==> config.mk <==
export PLATFORM = sky130hd
export DESIGN_NAME = msxbus_bridge
export DESIGN_NICKNAME = d
export VERILOG_FILES = /design/src/rtl/msxbus_pkg.sv /design/src/rtl/msxbus_clkdiv.sv /design/src/rtl/msxbus_bridge.sv
export SDC_FILE = /design/constraint.sdc
export NUM_CORES = 1
export LEC_CHECK = 0
export BUFFER_PORTS_ARGS = -buffer_cell sky130_fd_sc_hd__buf_2
export CAP_MARGIN = 15
export CELL_PAD_IN_SITES_DETAIL_PLACEMENT = 1
export CELL_PAD_IN_SITES_GLOBAL_PLACEMENT = 2
export CORE_ASPECT_RATIO = 0.9
export CORE_MARGIN = 8
export CORE_UTILIZATION = 31
export DETAILED_ROUTE_END_ITERATION = 10
export PLACE_DENSITY = 0.91
export SETUP_SLACK_MARGIN = 0.15
export SYNTH_ARGS = -nofsm -noshare
export SYNTH_HDL_FRONTEND = slang
export SYNTH_HIERARCHICAL = 1
export SYNTH_SLANG_ARGS = --single-unit
==> constraint.sdc <==
create_clock -name clk -period 2.98 [get_ports clk]
set_input_delay 0.447 -clock clk [delete_from_list [all_inputs] [get_ports clk]]
set_output_delay 0.447 -clock clk [all_outputs]
set_load 0.005 [all_outputs]
==> src/rtl/msxbus_pkg.sv <==
// Shared types, default timing constants and helpers for the MSX slot bus bridge.
package msxbus_pkg;

   typedef enum logic [1:0] {IDLE, SETUP, STROBE, HOLD} state_t;

   localparam int unsigned DEF_NUM_SLOTS   = 2;
   localparam int unsigned DEF_CLK_HALF    = 8;
   localparam int unsigned DEF_SETUP_CYC   = 2;
   localparam int unsigned DEF_STROBE_CYC  = 4;
   localparam int unsigned DEF_HOLD_CYC    = 1;
   localparam int unsigned DEF_TIMEOUT     = 255;
   localparam int unsigned DEF_RST_STRETCH = 16;

   // Slot index width; a single slot still needs a one-bit index port.
   function automatic int unsigned slot_w(input int unsigned n);
      return (n > 1) ? $clog2(n) : 1;
   endfunction

endpackage

==> src/rtl/msxbus_clkdiv.sv <==
// Free-running msxclk divider and post-reset /RESET stretcher.
module msxbus_clkdiv
   import msxbus_pkg::*;
#(
   parameter int unsigned CLK_HALF    = DEF_CLK_HALF,
   parameter int unsigned RST_STRETCH = DEF_RST_STRETCH
) (
   input  logic clk,
   input  logic reset,
   output logic msxclk,
   output logic mreset,
   output logic rst_done_c
);

   localparam int unsigned DW = (CLK_HALF > 1) ? $clog2(CLK_HALF) : 1;
   localparam int unsigned RW = (RST_STRETCH > 0) ? $clog2(RST_STRETCH + 1) : 1;

   logic [DW-1:0] div;
   logic [RW-1:0] rcnt;

   // Stretch is complete once this edge brings the post-reset count up to RST_STRETCH.
   always_comb begin
      rst_done_c = !reset && ((32'(rcnt) + 32'd1) >= RST_STRETCH);
   end

   always_ff @(posedge clk) begin
      if (reset) begin
         div    <= '0;
         msxclk <= 1'b0;
         rcnt   <= '0;
         mreset <= 1'b0;
      end else begin
         if (32'(div) == CLK_HALF - 1) begin
            div    <= '0;
            msxclk <= ~msxclk;
         end else begin
            div <= div + DW'(1);
         end
         if (32'(rcnt) < RST_STRETCH) begin
            rcnt <= rcnt + RW'(1);
         end
         mreset <= rst_done_c;
      end
   end

endmodule

==> src/rtl/msxbus_bridge.sv <==
// Host register bus to MSX slot bus bridge: timed memory/IO cycles with /WAIT and timeout.
module msxbus_bridge
   import msxbus_pkg::*;
#(
   parameter  int unsigned NUM_SLOTS   = DEF_NUM_SLOTS,
   parameter  int unsigned CLK_HALF    = DEF_CLK_HALF,
   parameter  int unsigned SETUP_CYC   = DEF_SETUP_CYC,
   parameter  int unsigned STROBE_CYC  = DEF_STROBE_CYC,
   parameter  int unsigned HOLD_CYC    = DEF_HOLD_CYC,
   parameter  int unsigned TIMEOUT     = DEF_TIMEOUT,
   parameter  int unsigned RST_STRETCH = DEF_RST_STRETCH,
   localparam int unsigned SW          = slot_w(NUM_SLOTS)
) (
   input  logic                 clk,
   input  logic                 reset,
   input  logic                 cs,
   input  logic                 a0,
   input  logic                 rw,
   input  logic                 mmeio,
   input  logic [SW-1:0]        sltsl,
   input  logic [15:0]          md_in,
   output logic [15:0]          md_out,
   output logic                 ready,
   output logic                 timeout,
   output logic [15:0]          maddr,
   input  logic [7:0]           mdata_in,
   output logic [7:0]           mdata_out,
   output logic                 mdata_oe,
   output logic [NUM_SLOTS-1:0] msltsl,
   output logic                 mrd,
   output logic                 mwr,
   output logic                 mmreq,
   output logic                 miorq,
   output logic                 mm1,
   output logic                 mreset,
   input  logic                 mwait,
   output logic                 mcs1,
   output logic                 mcs2,
   output logic                 mcs12,
   output logic                 mswsrc,
   output logic                 msxclk
);

   localparam int unsigned CW = $clog2(TIMEOUT + SETUP_CYC + HOLD_CYC + 1);

   state_t                 state, state_nxt;
   logic [CW-1:0]          cnt, cnt_nxt;
   logic                   rw_q, io_q;
   logic [SW-1:0]          slot_q;
   logic                   wait_m, wait_s;
   logic                   rst_done_c;
   logic                   accept, done, abort, active;
   logic                   rw_nxt, io_nxt;
   logic [SW-1:0]          slot_nxt;
   logic [15:0]            addr_nxt;
   logic [NUM_SLOTS-1:0]   sl_nxt;
   logic                   cs1_nxt, cs2_nxt;

   assign mm1    = 1'b1;
   assign mswsrc = 1'b1;

   msxbus_clkdiv #(
      .CLK_HALF    (CLK_HALF),
      .RST_STRETCH (RST_STRETCH)
   ) u_clkdiv (
      .clk        (clk),
      .reset      (reset),
      .msxclk     (msxclk),
      .mreset     (mreset),
      .rst_done_c (rst_done_c)
   );

   always_ff @(posedge clk) begin
      if (reset) begin
         state <= IDLE;
         cnt   <= '0;
      end else begin
         state <= state_nxt;
         cnt   <= cnt_nxt;
      end
   end

   // Sequencer plus next values of every bus output, so outputs line up with the state.
   always_comb begin
      state_nxt = state;
      cnt_nxt   = cnt;
      accept    = 1'b0;
      done      = 1'b0;
      abort     = 1'b0;
      unique case (state)
         IDLE: begin
            if (!cs && !a0 && ready) begin
               accept    = 1'b1;
               state_nxt = SETUP;
               cnt_nxt   = '0;
            end
         end
         SETUP: begin
            if (cnt == CW'(SETUP_CYC - 1)) begin
               state_nxt = STROBE;
               cnt_nxt   = '0;
            end else begin
               cnt_nxt = cnt + CW'(1);
            end
         end
         STROBE: begin
            if (cnt == CW'(TIMEOUT - 1)) begin
               abort     = 1'b1;
               state_nxt = HOLD;
               cnt_nxt   = '0;
            end else if (cnt >= CW'(STROBE_CYC - 1) && wait_s) begin
               done      = 1'b1;
               state_nxt = HOLD;
               cnt_nxt   = '0;
            end else begin
               cnt_nxt = cnt + CW'(1);
            end
         end
         HOLD: begin
            if (cnt == CW'(HOLD_CYC - 1)) begin
               state_nxt = IDLE;
               cnt_nxt   = '0;
            end else begin
               cnt_nxt = cnt + CW'(1);
            end
         end
         default: state_nxt = IDLE;
      endcase

      rw_nxt   = accept ? rw    : rw_q;
      io_nxt   = accept ? mmeio : io_q;
      slot_nxt = accept ? sltsl : slot_q;
      addr_nxt = accept ? md_in : maddr;
      active   = (state_nxt != IDLE);

      sl_nxt = '1;
      if (active && !io_nxt) begin
         for (int i = 0; i < NUM_SLOTS; i++) begin
            if (slot_nxt == SW'(i)) sl_nxt[i] = 1'b0;
         end
      end
      cs1_nxt = !((~&sl_nxt) && addr_nxt[15:14] == 2'b01);
      cs2_nxt = !((~&sl_nxt) && addr_nxt[15:14] == 2'b10);
   end

   always_ff @(posedge clk) begin
      if (reset) begin
         wait_m    <= 1'b1;
         wait_s    <= 1'b1;
         rw_q      <= 1'b0;
         io_q      <= 1'b0;
         slot_q    <= '0;
         maddr     <= '0;
         mdata_out <= '0;
         mdata_oe  <= 1'b0;
         md_out    <= '0;
         timeout   <= 1'b0;
         ready     <= 1'b0;
         msltsl    <= '1;
         mrd       <= 1'b1;
         mwr       <= 1'b1;
         mmreq     <= 1'b1;
         miorq     <= 1'b1;
         mcs1      <= 1'b1;
         mcs2      <= 1'b1;
         mcs12     <= 1'b1;
      end else begin
         wait_m   <= mwait;
         wait_s   <= wait_m;
         rw_q     <= rw_nxt;
         io_q     <= io_nxt;
         slot_q   <= slot_nxt;
         maddr    <= addr_nxt;
         if (state == IDLE && !cs && a0) begin
            mdata_out <= md_in[7:0];
         end
         if (abort) begin
            md_out <= 16'h00FF;
         end else if (done && !rw_q) begin
            md_out <= {8'h00, mdata_in};
         end
         if (accept) begin
            timeout <= 1'b0;
         end else if (abort) begin
            timeout <= 1'b1;
         end
         ready    <= (state_nxt == IDLE) && rst_done_c;
         mdata_oe <= active && rw_nxt;
         msltsl   <= sl_nxt;
         mrd      <= !(state_nxt == STROBE && !rw_nxt);
         mwr      <= !(state_nxt == STROBE && rw_nxt);
         mmreq    <= !(active && !io_nxt);
         miorq    <= !(active && io_nxt);
         mcs1     <= cs1_nxt;
         mcs2     <= cs2_nxt;
         mcs12    <= cs1_nxt & cs2_nxt;
      end
   end

endmodule

==> metrics.cfg <==
[outcome]
status = complete, no violations

[power]
p_sw_mw = 0.420
p_leak_nw = 1.48
power_density_mw_per_mm2 = 518
irDropWorstVdd_mv = 0.174
p_comb_share_pct = 4.2
p_sw_share_pct = 22.9
clockPowerShare_pct = 43.6
p_int_mw = 1.42
power_frac_seq_pct = 52.2

[synth]
ys_warn_count = 6
avgSynthCellArea_sq_um = 8.56
synth_seq_cells = 70
ys_types = 43
syn_inst = 336
ys_seq_area_share_pct = 48.7
synth_area_sq_mm = 0.00288

[setup_path]
required_ns = 3.17
crit_path_start_kind = register
reg2reg_depth = 5
arrival_ns = 2.34
endpoint_kind = register
cp_max_fo = 6
crit_type = reg -> reg

[detailed_routing]
routed_wl_um = 7700
met1Wirelength_um = 3630
viasPerCell = 4.76
met3_length_um = 386
wl_met2_um = 3550
drtIter0Drc = 101
antenna_left = 0
drc = 0
first_pass_iters = 4
vias = 2544
highest_layer = met4
wl_per_cell_um = 14.4

[floorplan]
design.core.area_sq_mm = 0.00908
start_util_pct = 31.7
die_area_sq_mm = 0.0126
num_rows = 33
die_x_um = 118
die_h_um = 107
ioPinCount = 88

[worst_hold_path]
whs_path_depth = 2
hold_path_class = in -> reg

[sta]
fin_skew_ns = 0.0102
tightest_slew_ns = 0.658
rsz0062_at_grt = no
setup_tns_ns = 0
worst_slack_ns = 0.830
setup_viol = 0
timing.final.crit_share_pct = 72.1
max_slew_margin_pct = 56.1
fin_crit_ns = 2.15
final_hold_viol_count = 0
clock.fmax_mhz = 465
slew_viol_final = 0

[clock_network]
post_cts_buffers = 0
ctsHoldBuffers = 0
post_cts_resize_count = 0
root_buffer = clkbuf_8
clock_latency_ns = 0.35
cts_tree = yes
htreeDepth = 3
clkSinkCount = 70
cts_buffers = 9
clock_path_buffers = 2
path_clk_slew_ns = 0.07

[global_routing]
grt_overflow = 0
grt_max_degree = 66
grt_pass1_vias = 2613
antenna_found_initial = 0
grt_use_total_pct = 12.5
grt_pass1_wl_um = 13000

[place]
dp_hpwl_um = 5570
place_area_sq_mm = 0.00331
pre_cts_ws_ns = 0.492
io_buffers = 77
gp_congestion = 0.791
post-place-cells = 517

[job]
maxCapViolCount = 0

[cells_and_area]
nets = 447
area_delta_synth_final_pct = 23.0
fillers = 1124
drive_gt1_share_pct = 25.2
instances_no_fill = 535
fin_area_sq_mm = 0.00354
insertedDiodeCount = 0

==> state kept, by name (all words and copies together), names as in the netlist, 2 cells and up <==
register / flops
u_clkdiv/div: 3
u_clkdiv/rcnt: 5
md_out: 8
cnt: 9
maddr: 16
state: 2
mdata_out: 8
msltsl: 2
==> worst paths after layout <==
kind,start,endpoint,slack [ns]
worst max-delay path,ready,mcs2,0.83
worst min-delay path,mwait,wait_m,0.29
worst max register to register,ready,mcs2,0.83
worst min register to register,wait_m,wait_s,0.41
==> cell usage after synthesis (all sizes together) <==
| library cell | n | area share (%) |
|---|---|---|
| nor3b | 9 | 2.3 |
| o31ai | 1 | 0.74 |
| a22oi | 1 | 0.26 |
| nand4 | 3 | 0.65 |
| conb | 2 | 0.26 |
| dfxtp | 70 | 49 |
| and3b | 1 | 0.30 |
| o311ai | 1 | 0.91 |
| a21oi | 32 | 5.6 |
| ha | 7 | 3.0 |
| a211oi | 1 | 0.26 |
| mux2 | 1 | 0.39 |
| o21a | 1 | 0.26 |
| nand4b | 2 | 0.61 |
| clkbuf | 15 | 2.0 |
| and4 | 1 | 0.30 |
| o22ai | 1 | 0.22 |
| or3 | 2 | 0.43 |
| nor2 | 26 | 3.4 |
| o21ai | 5 | 0.87 |
| and2 | 3 | 0.65 |
| a41o | 2 | 0.74 |
| or2 | 3 | 0.65 |
| buf | 12 | 3.2 |
| xor2 | 3 | 0.91 |
| nand3b | 3 | 0.78 |
| a21o | 1 | 0.26 |
| mux2i | 7 | 2.4 |
| nor2b | 3 | 0.65 |
| nand2b | 2 | 0.43 |
| inv | 4 | 0.52 |
| or4 | 1 | 0.39 |
| nor4 | 1 | 0.22 |
| o211ai | 1 | 0.26 |
| nand2 | 71 | 9.3 |
| nor3 | 20 | 3.5 |
| nand3 | 6 | 1.0 |
| a31oi | 8 | 1.7 |
| xnor2 | 3 | 0.91 |
==> power groups by stage <==
stage | sequential [mW] | clock, mW | combinational, mW
6_report | 0.958 | 0.800 | 0.0775
5_1_grt | 0.959 | 0.865 | 0.0885
4_1_cts | 0.957 | 0.823 | 0.0757
3_5_place_dp | 0.979 | 0 | 0.0754
3_3_place_gp | 0.978 | 0 | 0.0726
2_1_floorplan | 0.978 | 0 | 0.0467
==> layer usage <==
metal	vias up	track usage (%)
met5	-	0
met4	0	5.02
met3	13	4.35
met2	64	20.3
met1	1199	14.9
li1	1268	-
==> stage by stage <==
| step | utilization (%) | power (mW) | hold slack [ns] |
|---|---|---|---|
| final | 39.0 | 1.84 | 0.287 |
| after detailed placement | 36.4 | 1.05 | 0.399 |
| after global routing | 39.0 | 1.91 | 0.279 |
| after CTS | 38.7 | 1.86 | 0.268 |
| after global placement | 36.4 | 1.05 | 0.396 |
| after floorplan | - | 1.02 | 0.389 |
==> layout make-up <==
cell class / count / area, sq um / share of cell area (%)
Inverter: 4 / 15.0 / 0.424
Clock buffer: 11 / 151 / 4.28
Sequential cell: 70 / 1400 / 39.6
Clock inverter: 5 / 57.6 / 1.63
Timing Repair Buffer: 80 / 418 / 11.8
Tap cell: 122 / 153 / 4.31
Multi-Input combinational cell: 243 / 1340 / 38.0
==> worst max-delay path, stage by stage, from the launching register on <==
cell and delay (ns):
dfxtp_1 0.33, nor3b_1 0.41, and2_1 0.24, mux2i_1 0.26, nor3b_1 0.59, o21ai_0 0.18
==> placed cells by master (no fill, tap or decap), drive strengths merged, types with 2 or more instances in the layout <==
master,count
clkbuf,11
nand3b,3
inv,4
conb,10
nor3,20
a31oi,8
dfxtp,70
or3,2
or2,3
xor2,3
xnor2,3
a41o,2
ha,7
buf,80
nor2,26
nand4,3
and2,3
nand4b,2
nor2b,3
nand2b,2
a21oi,32
o21ai,5
nand3,6
mux2i,7
clkinv,4
nand2,71
nor3b,9
==> cell families after synthesis <==
logic type	synth area share, %
multiplexers	2.83
flip-flops	48.7
AO/OA/AOI/OAI	12.1
XOR/XNOR	1.83
other	0.261
adder cells (fa/ha/maj)	3.04
AND/OR/NAND/NOR	25.6
buffers and inverters	5.65
Power figures use the tool's default switching activity.
